[src/rtl/hw_dispatch_pkg.sv]
// Shared types for the core-side dispatch pop controller.
package hw_dispatch_pkg;

  localparam int DATA_W = 32;

  typedef enum logic [1:0] {IDLE, WAIT, RESP} pop_state_e;

endpackage

[src/rtl/hw_dispatch_pop_fsm.sv]
// One pop channel: request/wait/respond FSM, captured value and saturating wait counter.
module hw_dispatch_pop_fsm
  import hw_dispatch_pkg::*;
#(
  parameter int CNT_W = 16
) (
  input  logic              clk_i,
  input  logic              rst_ni,
  input  logic              req_i,
  output logic              gnt_o,
  output logic              rvalid_o,
  output logic [DATA_W-1:0] rdata_o,
  output logic              pop_req_o,
  output logic              pop_ack_o,
  input  logic [DATA_W-1:0] value_i,
  input  logic              event_i,
  input  logic              clr_i,
  output logic [CNT_W-1:0]  wait_cnt_o
);

  pop_state_e        state_q, state_d;
  logic [DATA_W-1:0] rdata_q;
  logic [CNT_W-1:0]  cnt_q;

  always_ff @(posedge clk_i or negedge rst_ni) begin
    if (!rst_ni) state_q <= IDLE;
    else         state_q <= state_d;
  end

  // RESP always falls back to IDLE, so consecutive pop_req pulses are at
  // least three cycles apart; the dispatch read pointer relies on that gap.
  always_comb begin
    state_d   = state_q;
    gnt_o     = 1'b0;
    pop_req_o = 1'b0;
    pop_ack_o = 1'b0;
    rvalid_o  = 1'b0;
    unique case (state_q)
      IDLE: begin
        // gated by reset so a held request cannot leak out while in reset
        if (req_i && rst_ni) begin
          gnt_o     = 1'b1;
          pop_req_o = 1'b1;
          state_d   = WAIT;
        end
      end
      WAIT: begin
        if (event_i) begin
          pop_ack_o = 1'b1;
          state_d   = RESP;
        end
      end
      RESP: begin
        rvalid_o = 1'b1;
        state_d  = IDLE;
      end
      default: state_d = IDLE;
    endcase
  end

  always_ff @(posedge clk_i or negedge rst_ni) begin
    if (!rst_ni) begin
      rdata_q <= '0;
      cnt_q   <= '0;
    end else begin
      if (pop_ack_o) rdata_q <= value_i;
      if (clr_i)                                 cnt_q <= '0;
      else if (state_q == WAIT && cnt_q != '1)   cnt_q <= cnt_q + 1'b1;
    end
  end

  assign rdata_o    = rdata_q;
  assign wait_cnt_o = cnt_q;

endmodule

[src/rtl/hw_dispatch_pop_ctrl.sv]
// Core-side consumer of the HW dispatch unit: one independent pop channel per core.
module hw_dispatch_pop_ctrl
  import hw_dispatch_pkg::*;
#(
  parameter int NB_CORES = 4,
  parameter int CNT_W    = 16
) (
  input  logic                               clk_i,
  input  logic                               rst_ni,
  input  logic [NB_CORES-1:0]                core_req_i,
  output logic [NB_CORES-1:0]                core_gnt_o,
  output logic [NB_CORES-1:0]                core_rvalid_o,
  output logic [NB_CORES-1:0][DATA_W-1:0]    core_rdata_o,
  output logic [NB_CORES-1:0]                pop_req_o,
  output logic [NB_CORES-1:0]                pop_ack_o,
  input  logic [NB_CORES-1:0][DATA_W-1:0]    dispatch_value_i,
  input  logic [NB_CORES-1:0]                dispatch_event_i,
  input  logic [NB_CORES-1:0]                stat_clr_i,
  output logic [NB_CORES-1:0][CNT_W-1:0]     stat_wait_cnt_o
);

  for (genvar g = 0; g < NB_CORES; g++) begin : g_ch
    hw_dispatch_pop_fsm #(
      .CNT_W(CNT_W)
    ) u_fsm (
      .clk_i      (clk_i),
      .rst_ni     (rst_ni),
      .req_i      (core_req_i[g]),
      .gnt_o      (core_gnt_o[g]),
      .rvalid_o   (core_rvalid_o[g]),
      .rdata_o    (core_rdata_o[g]),
      .pop_req_o  (pop_req_o[g]),
      .pop_ack_o  (pop_ack_o[g]),
      .value_i    (dispatch_value_i[g]),
      .event_i    (dispatch_event_i[g]),
      .clr_i      (stat_clr_i[g]),
      .wait_cnt_o (stat_wait_cnt_o[g])
    );
  end

endmodule

[config.mk]
export PLATFORM = sky130hd
export DESIGN_NAME = hw_dispatch_pop_ctrl
export DESIGN_NICKNAME = d
export VERILOG_FILES = /design/src/rtl/hw_dispatch_pkg.sv /design/src/rtl/hw_dispatch_pop_fsm.sv /design/src/rtl/hw_dispatch_pop_ctrl.sv
export SDC_FILE = /design/constraint.sdc
export NUM_CORES = 1
export LEC_CHECK = 0
export BUFFER_PORTS_ARGS = -buffer_cell sky130_fd_sc_hd__buf_2
export CORE_UTILIZATION = 39
export DETAILED_ROUTE_END_ITERATION = 16
export PLACE_DENSITY_LB_ADDON = 0.25
export SYNTH_ARGS = -nofsm -noshare
export SYNTH_HDL_FRONTEND = slang
export SYNTH_SLANG_ARGS = --single-unit
[constraint.sdc]
create_clock -name clk_i -period 1.85 [get_ports clk_i]
set_clock_uncertainty 0.05 [all_clocks]
set_input_delay 0.0925 -clock clk_i [delete_from_list [all_inputs] [get_ports clk_i]]
set_output_delay 0.0925 -clock clk_i [all_outputs]
set_load 0.02 [all_outputs]
==> flow_metrics.tcl, run 1 <==
set metrics [dict create \
    status "completed" \
    leakagePower_nw 6.38 \
    rows 54 \
    via_per_inst 5.11 \
    crit_type "register to register" \
    crit_family "compound AO/OA/AOI/OAI gates" \
    drive_above_1_share_pct 50.2 \
    crit_start "g_ch[2].u_fsm.wait_cnt_o[1]" \
    period_share_pct 99.5 \
    r2r-end "g_ch[2].u_fsm.wait_cnt_o[1]" \
    p_int_mw 9.70 \
    synth_nets 862 \
    n_fill_cell 1709 \
    worst_pin_slew_ps 627 \
    postRouteWirelength_mm 27.0 \
    wl_per_cell_um 17.5 \
    final_cell_area_mm2 0.0135 \
    fin_nets 1391 \
    synth_xor_area_share_pct 0.296 \
    drt_first_iter_violations 400 \
    post-route-min-period_ps 1840 \
    combPwrFrac_pct 32.9 \
    yosysWarningCount 0 \
    synth_seq_cells 200 \
    cts_max_level 4 \
    holdCritPathClass "primary input to register" \
    firstDrtPassIters 6 \
    clock-sinks 200 \
    synth_compound_area_share_pct 8.08 \
    synth_area_leader_cell "dfrtp_1" \
    swShare_pct 34.9 \
    clkPwrFrac_pct 26.2 \
    die_h_um 153 \
    synth.area.mux_share_pct 17.5 \
    start_util_pct 40.2 \
    clock_latency_ps 430 \
    synth_area_leaders "dfrtp_1 56%, mux2_2 17%, a21oi_1 2.6%" \
    grt_start_max_net_pins 110 \
    numPortBuffers 349 \
    reg2reg_slack_ps 10 \
    worstPathCellList "ha_4 -> nand4_1 -> o41ai_4 -> buf_6 -> mux2i_1 -> nor2_1" \
    slew_viol_final 0 \
    crit_cells 6 \
    cp.required_ps 2110 \
    ys.flop_type "dfrtp_1" \
    cp.arrival_ps 2100 \
    crit_buf_inv 1 \
    dp_hpwl_mm 16.9 \
    insertedDiodeCount 0 \
    rsz0062_at_grt "yes" \
    crit_path_end_kind "register" \
    dpl_cell_area_mm2 0.0111 \
    drcViolationCount 0 \
    gp_congestion 0.780 \
    cts_tree "yes" \
    p_sw_mw 5.20 \
    p_per_area_mw_per_mm2 1100 \
    io_pins 350 \
    grt_usage_pct 22.9 \
    endpoint "g_ch[2].u_fsm.wait_cnt_o[1]" \
    synth.avg_cell_area_um2 12.4 \
    clock.fmax_mhz 543 \
    slowest_delay_ps 470 \
    synth_top_area_share_pct 56.3 \
    path_clk_slew_ps 80 \
    synthCells 716 \
    cts-root-buf "clkbuf_16" \
    crit_fanout 7 \
    antenna_found_initial 0 \
    dieArea_mm2 0.0234 \
    syn_to_final_growth_pct 52.3 \
    die-width_um 153 \
    grt_pass1_vias 8084 \
    numCtsBuffers 17 \
    setup_viol 0 \
    placeableCoreArea_mm2 0.0221 \
    synth_top_family_by_area "multiplexers" \
    syn_area_mm2 0.00889 \
    ys_seq_area_share_pct 56.3 \
    r2r_start "g_ch[2].u_fsm.wait_cnt_o[1]" \
    slew_headroom_pct 58.2 \
    final-hold-violation-count 0 \
    total_power_mw 14.9 \
    ant_nets 0 \
    critPathSlowestCell "o41ai_4" \
    dp.cells 1344 \
    max_cap_violations 0 \
    peakVddDrop_v 0.000736 \
    seq_power_share_pct 40.9 \
    synth_fa_ha_area_share_pct 0.563 \
    final_cells 1538 \
    fin_setup_tns_ps 0 \
    synth_edf_count 0 \
    grt_pass1_wl_mm 42.4 \
    r2r_cells 6 \
    yosys.area_share.simple_pct 13.9 \
    globalRouteOverflowTotal 0 \
    ys_async_sr_fraction_pct 100 \
    cp-start-kind "register" \
    clockBufferDepth 2 \
    num_vias 7866 \
    ys_types 56 \
]
==> logic make-up after synthesis <==
kind of cell               count (synthesis)
xor gates and xnor gates                   3
and+or+nand+nor                          201
buffers and inverters                     56
adders and majority gates                  4
muxes                                    138
AOI/OAI and AO/OA                        114
DFF                                      200
==> power by group through the flow <==
stage	Clock (mW)	Sequential [mW]	Combinational, mW
after floorplan	0	7.51	1.32
after global placement	0	6.07	4.44
after detailed placement	0	6.11	4.50
after CTS	3.99	6.05	4.80
after global routing	4.17	6.24	5.18
final	3.91	6.10	4.90
==> how the worst min path moves through the flow <==
stage	startpoint	endpoint	slack, ps	cells past startpoint
3_5_place_dp	rst_ni	g_ch[1].u_fsm.wait_cnt_o[11]	-60	1
4_1_cts	stat_clr_i[0]	g_ch[0].u_fsm.wait_cnt_o[10]	2	2
6_report	stat_clr_i[0]	g_ch[0].u_fsm.wait_cnt_o[12]	20	2
2_1_floorplan	rst_ni	g_ch[0].u_fsm.rdata_o[0]	-250	0
5_1_grt	stat_clr_i[0]	g_ch[0].u_fsm.wait_cnt_o[8]	30	2
3_3_place_gp	rst_ni	g_ch[1].u_fsm.wait_cnt_o[10]	-60	1
==> worst reg2reg max path: stages (launching register included) <==
cell,delay (ps)
dfrtp_1,440
ha_4,170
nand4_1,160
o41ai_4,470
buf_6,190
mux2i_1,180
nor2_1,60
==> per-stage QoR <==
| stage | worst slack, ps | hold slack, ps | util [%] |
|---|---|---|---|
| 3_5_place_dp | 55.1 | -58.4 | 50.4 |
| 5_1_grt | -150 | 31.8 | 61.3 |
| 6_report | 9.66 | 16.0 | 61.3 |
| 4_1_cts | 1.36 | 1.55 | 60.0 |
| 3_3_place_gp | 73.6 | -60.1 | 50.4 |
| 2_1_floorplan | -14.8 | -253 | - |
==> metal layers <==
layer	wire, um	track usage [%]
met5	0	0
met4	550	8.03
met1	10900	25.8
met2	14000	41.9
met3	1530	5.56
==> timing repair <==
action                                  CTS  global route
endpoints found under the setup margin    4            35
hold buffers                            137             0
pin swaps                                 0            11
endpoints found under the hold margin   350             0
gates cloned                              3             2
buffers inserted                          2            18
gates resized for setup                   8            34
==> sequential cells by signal, summed over array words and instances, names as in the netlist <==
register,count
g_ch.u_fsm.rdata_o,128
g_ch.u_fsm.wait_cnt_o,64
g_ch.u_fsm.state_q,8
==> cell usage after synthesis (all sizes together), types with 3 or more instances <==
master / instances
or3: 20
or4: 18
nor2b: 14
clkbuf: 7
o31ai: 17
a21oi: 47
and2: 10
xor2: 3
nand2: 34
o41ai: 5
ha: 4
nor3: 11
mux2: 136
nor4: 9
and3: 6
buf: 37
nand2b: 6
inv: 12
o21ai: 22
o21bai: 4
nor2: 20
and4: 5
a211oi: 7
dfrtp: 200
nand3: 16
nand3b: 4
and4b: 3
nand4: 19
==> layout make-up <==
cell class                 instances  area (um^2)  area share (%)
clock buffer                      17          425            3.14
clock inverter                    15          191            1.41
inverter                          12         45.0           0.333
multi-input combinational        460         3700            27.4
sequential                       200         5020            37.1
tap                              280          350            2.59
timing repair buffer             554         3800            28.1
==> placed cells by master (no fill, tap or decap), types with 5 or more instances in the layout <==
| cell type | netlist | final |
|---|---|---|
| buf_2 | 15 | 346 |
| dfrtp_1 | 200 | 190 |
| dlygate4sd3_1 | 0 | 137 |
| mux2_2 | 136 | 136 |
| buf_4 | 20 | 59 |
| a21oi_1 | 47 | 45 |
| nand2_1 | 34 | 33 |
| o21ai_0 | 22 | 20 |
| nor2_1 | 20 | 18 |
| or3_1 | 18 | 18 |
| clkbuf_16 | 0 | 18 |
| o31ai_1 | 17 | 17 |
| or4_1 | 18 | 17 |
| nand3_1 | 16 | 15 |
| nand4_1 | 14 | 14 |
| nor2b_1 | 14 | 13 |
| inv_1 | 12 | 12 |
| dfrtp_2 | 0 | 10 |
| nor3_1 | 10 | 8 |
| and2_1 | 10 | 7 |
| a211oi_1 | 7 | 7 |
| nor4_1 | 6 | 6 |
| and3_1 | 5 | 5 |
| buf_12 | 0 | 5 |
No activity file was read; power rests on OpenSTA's default activity.
==> run 2: changes to the inputs <==
--- a/config.mk
+++ b/config.mk
@@ -7,6 +7,7 @@
 export LEC_CHECK = 0
 export BUFFER_PORTS_ARGS = -buffer_cell sky130_fd_sc_hd__buf_2
 export CORE_UTILIZATION = 39
+export CTS_BUF_LIST = sky130_fd_sc_hd__clkbuf_4
 export DETAILED_ROUTE_END_ITERATION = 16
 export PLACE_DENSITY_LB_ADDON = 0.25
 export SYNTH_ARGS = -nofsm -noshare
==> run 2 against run 1 <==
Effect of this change: the run now ends with negative setup slack left; critical endpoint unchanged; worst hold slack better by 140 ps; global-route usage grew 0.39 points; first-iteration DRC count decreased by 17%; utilization increased by 0.051 points.
==> flow_metrics.tcl, run 2 (synthesized netlist as in run 1, its figures left out) <==
set metrics [dict create \
    slew_headroom_pct 46.4 \
    dp.cells 1344 \
    drive_above_1_share_pct 51.6 \
    grt_pass1_wl_mm 42.8 \
    crit_family "flip-flops" \
    wl_per_cell_um 17.6 \
    cts-root-buf "clkbuf_4" \
    final-hold-violation-count 0 \
    combPwrFrac_pct 36.7 \
    fin_ws_ps -15.7 \
    die-width_um 153 \
    cp.required_ps 2270 \
    largest_reg_flops 128 \
    clock-sinks 200 \
    grt_pass1_vias 8191 \
    die_h_um 153 \
    seq_power_share_pct 44.5 \
    via_per_inst 5.11 \
    rows 54 \
    period_share_pct 101 \
    fin_setup_tns_ps -27.2 \
    start_util_pct 40.2 \
    reg2reg_slack_ps -20 \
    p_sw_mw 5.07 \
    crit_path_end_kind "register" \
    numPortBuffers 349 \
    drt_first_iter_violations 333 \
    swShare_pct 37.2 \
    antenna_found_initial 1 \
    path_clk_slew_ps 180 \
    p_per_area_mw_per_mm2 1010 \
    io_pins 350 \
    clock.fmax_mhz 536 \
    ant_nets 0 \
    slew_viol_final 0 \
    peakVddDrop_v 0.000676 \
    r2r-end "g_ch[2].u_fsm.wait_cnt_o[1]" \
    syn_to_final_growth_pct 52.4 \
    cp.arrival_ps 2280 \
    hold_ws_ps 156 \
    worst_pin_slew_ps 802 \
    final_cells 1558 \
    p_int_mw 8.56 \
    rsz0062_at_grt "yes" \
    r2r_start "g_ch[2].u_fsm.wait_cnt_o[1]" \
    layout_common_cells "342 x buf_2, 192 x dfrtp_1, 142 x dlygate4sd3_1" \
    final_cell_area_mm2 0.0135 \
    dp_hpwl_mm 16.9 \
    cts_tree "yes" \
    firstDrtPassIters 4 \
    setup_viol 2 \
    slowest_delay_ps 470 \
    crit_cells 6 \
    crit_buf_inv 1 \
    postRouteWirelength_mm 27.3 \
    dieArea_mm2 0.0234 \
    cp-start-kind "register" \
    critPathSlowestCell "dfrtp_1" \
    fin_nets 1410 \
    num_vias 7954 \
    violations "negative setup slack" \
    crit_fanout 7 \
    cts_max_level 4 \
    crit_type "register to register" \
    leakagePower_nw 6.38 \
    worstPathCellList "ha_4 -> nand4_1 -> o41ai_4 -> buf_6 -> mux2i_1 -> nor2_1" \
    post-route-min-period_ps 1870 \
    max_cap_violations 0 \
    grt_usage_pct 23.3 \
    r2r_cells 6 \
    gp_congestion 0.780 \
    grt_start_max_net_pins 110 \
    dpl_cell_area_mm2 0.0111 \
    status "finished with violations" \
    placeableCoreArea_mm2 0.0221 \
    clkPwrFrac_pct 18.7 \
    clockBufferDepth 2 \
    holdCritPathClass "primary input to async pin" \
    numCtsBuffers 17 \
    clock_latency_ps 570 \
    drcViolationCount 0 \
    globalRouteOverflowTotal 0 \
    layout_commonest_cell "buf_2" \
]
==> run 2: power groups by stage <==
stage / Sequential (mW) / Combinational (mW) / Clock [mW]
6_report: 6.07 / 5.01 / 2.55
5_1_grt: 6.21 / 5.29 / 2.80
4_1_cts: 6.03 / 4.92 / 2.64
3_5_place_dp: 6.11 / 4.50 / 0
3_3_place_gp: 6.07 / 4.44 / 0
2_1_floorplan: 7.51 / 1.32 / 0
==> run 2: timing repair <==
item,4_1_cts,5_1_grt
setup endpoints to repair,9,36
cloned,4,1
gates resized for setup,21,52
pin swaps,2,16
hold buffers,142,0
setup buffers,18,17
endpoints found under the hold margin,400,0
==> run 2: metal layers <==
layer	GRT usage, %	share of wire, %	routed length, um	up-vias
met4	9.86	2.7	744	0
met3	5.70	5.7	1550	47
met5	0	0	0	-
met1	26.1	40	10900	3900
met2	42.0	52	14100	277
li1	-	-	-	3730
==> run 2: final cells by class <==
cell class / count / area, um^2
fill: 1722 / 8550
sequential: 200 / 5010
timing repair buffer: 573 / 4020
multi-input combinational: 460 / 3790
tap: 280 / 350
clock inverter: 15 / 191
clock buffer: 17 / 128
inverter: 12 / 45.0
antenna: 1 / 2.50
==> run 2: worst reg2reg max path, stage by stage, from the launching register on <==
cell	delay, ps
dfrtp_1	470
ha_4	170
nand4_1	170
o41ai_4	470
buf_6	190
mux2i_1	180
nor2_1	60
==> run 2: stage by stage <==
step / utilization [%] / worst slack [ps] / power, mW
finish: 61.3 / -15.7 / 13.6
CTS: 59.7 / -30.2 / 13.6
global route: 61.3 / -149 / 14.3
detailed placement: 50.4 / 55.1 / 10.6
floorplan: - / -14.8 / 8.83
global placement: 50.4 / 73.6 / 10.5
==> run 2: how the worst max path moves through the flow <==
stage	slack (ps)	from	end
floorplan	-10	g_ch[0].u_fsm.wait_cnt_o[0]	g_ch[0].u_fsm.wait_cnt_o[12]
global placement	70	g_ch[0].u_fsm.wait_cnt_o[1]	g_ch[0].u_fsm.wait_cnt_o[12]
detailed placement	60	g_ch[0].u_fsm.wait_cnt_o[1]	g_ch[0].u_fsm.wait_cnt_o[12]
CTS	-30	g_ch[1].u_fsm.state_q[1]	pop_ack_o[1]
global route	-150	g_ch[2].u_fsm.wait_cnt_o[1]	g_ch[2].u_fsm.wait_cnt_o[1]
finish	-20	g_ch[2].u_fsm.wait_cnt_o[1]	g_ch[2].u_fsm.wait_cnt_o[1]
==> run 3: changes to the inputs <==
--- a/config.mk
+++ b/config.mk
@@ -10,6 +10,7 @@
 export CTS_BUF_LIST = sky130_fd_sc_hd__clkbuf_4
 export DETAILED_ROUTE_END_ITERATION = 16
 export PLACE_DENSITY_LB_ADDON = 0.25
+export SETUP_SLACK_MARGIN = 0.02
 export SYNTH_ARGS = -nofsm -noshare
 export SYNTH_HDL_FRONTEND = slang
 export SYNTH_SLANG_ARGS = --single-unit
==> run 3 against run 2 <==
Effect of this change: the run still ends with negative setup slack left; utilization increased by 0.21 points; largest power group unchanged; largest cell class unchanged; non-clock buffer count unchanged; sequential share of layout area decreased by 0.11 points; critical path depth unchanged; global-route usage increased by 0.14 points; combinational power about the same; sequential cell count unchanged; first-iteration DRC count decreased by 0.30%; wire length increased by 0.53%.
==> flow_metrics.tcl, run 3 (synthesized netlist as in run 1, its figures left out) <==
set metrics [dict create \
    io_pins 350 \
    hold_depth 3 \
    slew_viol_final 0 \
    globalRouteOverflowTotal 0 \
    slew_headroom_pct 46.5 \
    layout_commonest_cell "buf_2" \
    cp.arrival_ps 2280 \
    grt_usage_pct 23.4 \
    final_cell_area_mm2 0.0136 \
    largest_reg_flops 128 \
    dp_hpwl_mm 16.9 \
    cp.required_ps 2270 \
    r2r_cells 6 \
    drive_above_1_share_pct 52.1 \
    min_to "g_ch[2].u_fsm.rdata_o[17]" \
    hold_ws_ps 221 \
    clock_latency_ps 570 \
    fin_nets 1410 \
    crit_type "register to register" \
    fin_setup_tns_ps -34.7 \
    cts_tree "yes" \
    status "finished with violations" \
    numPortBuffers 349 \
    crit_start "g_ch[2].u_fsm.wait_cnt_o[1]" \
    max_cap_violations 0 \
    r2r-end "g_ch[2].u_fsm.wait_cnt_o[1]" \
    via_per_inst 5.14 \
    period_share_pct 101 \
    peakVddDrop_v 0.000676 \
    ant_nets 0 \
    final-hold-violation-count 0 \
    setup_viol 2 \
    dpl_cell_area_mm2 0.0111 \
    clock-sinks 200 \
    firstDrtPassIters 6 \
    gp_congestion 0.780 \
    num_vias 8008 \
    post-route-min-period_ps 1870 \
    cts-root-buf "clkbuf_4" \
    r2r_start "g_ch[2].u_fsm.wait_cnt_o[1]" \
    clockBufferDepth 2 \
    holdCritPathClass "primary input to register" \
    drt_first_iter_violations 332 \
    syn_to_final_growth_pct 52.9 \
    reg2reg_slack_ps -20 \
    crit_path_end_kind "register" \
    dieArea_mm2 0.0234 \
    violations "negative setup slack" \
    drcViolationCount 0 \
    layout_common_cells "338 x buf_2, 190 x dfrtp_1, 142 x dlygate4sd3_1" \
    antenna_found_initial 1 \
    postRouteWirelength_mm 27.5 \
    leakagePower_nw 6.39 \
    hp-start "dispatch_value_i[81]" \
    grt_start_max_net_pins 110 \
    wl_per_cell_um 17.6 \
    fin_ws_ps -18.1 \
    grt_pass1_vias 8209 \
    fin_util_pct 61.5 \
    rows 54 \
    start_util_pct 40.2 \
    rsz0062_at_grt "yes" \
    numCtsBuffers 17 \
    die-width_um 153 \
    grt_pass1_wl_mm 43.0 \
    cp-start-kind "register" \
    clock.fmax_mhz 535 \
    placeableCoreArea_mm2 0.0221 \
    cts_max_level 4 \
    path_clk_slew_ps 180 \
    worst_pin_slew_ps 800 \
    p_per_area_mw_per_mm2 1000 \
    die_h_um 153 \
    crit_fanout 7 \
]
[run 3: area by class of cell]
type / instances / area (um^2)
fill: 1711 / 8500
clock inverter: 15 / 191
inverter: 12 / 45.0
antenna: 1 / 2.50
clock buffer: 17 / 128
tap: 280 / 350
timing repair buffer: 573 / 4050
sequential: 200 / 5020
multi-input combinational: 460 / 3810
[run 3: where the power goes]
group / switching (mW) / internal [mW] / leakage [nW]
registers: 0.595 / 5.48 / 2.49
logic: 2.79 / 2.22 / 3.74
clock network: 1.69 / 0.865 / 0.163
[run 3: through the flow]
stage / setup slack (ps) / std cells / power, mW
3_3_place_gp: 73.6 / 1344 / 10.5
6_report: -18.1 / 1558 / 13.6
4_1_cts: -30.2 / 1542 / 13.6
3_5_place_dp: 55.1 / 1344 / 10.6
5_1_grt: -149 / 1558 / 14.3
2_1_floorplan: -14.8 / 716 / 8.83
[run 3: critical path, cell delays in order, from the launching register on]
cell and delay, ps:
dfrtp_1 470, ha_4 170, nand4_1 170, o41ai_4 470
buf_6 190, mux2i_1 180, nor2_1 60
[run 3: timing repair]
action	in CTS	in global routing
setup endpoints to repair	9	57
endpoints found under the hold margin	400	0
hold buffers	143	0
gates resized for setup	26	59
gates cloned	4	1
pin swaps	3	20
setup buffers	19	15
[run 3: layer usage]
| metal | track usage, % | vias to the layer above | routed length, um |
|---|---|---|---|
| met2 | 41.9 | 300 | 14100 |
| li1 | - | 3728 | - |
| met3 | 6.07 | 55 | 1590 |
| met5 | 0 | - | 0 |
| met1 | 26.1 | 3925 | 10900 |
| met4 | 10.3 | 0 | 846 |
[run 3: worst max path at each step]
stage                                    to  slack [ps]  cells past startpoint
6_report        g_ch[2].u_fsm.wait_cnt_o[1]         -20                      6
3_3_place_gp   g_ch[0].u_fsm.wait_cnt_o[12]          70                      5
4_1_cts                        pop_ack_o[1]         -30                      4
5_1_grt         g_ch[2].u_fsm.wait_cnt_o[1]        -150                      6
2_1_floorplan  g_ch[0].u_fsm.wait_cnt_o[12]         -10                      5
3_5_place_dp   g_ch[0].u_fsm.wait_cnt_o[12]          60                      5
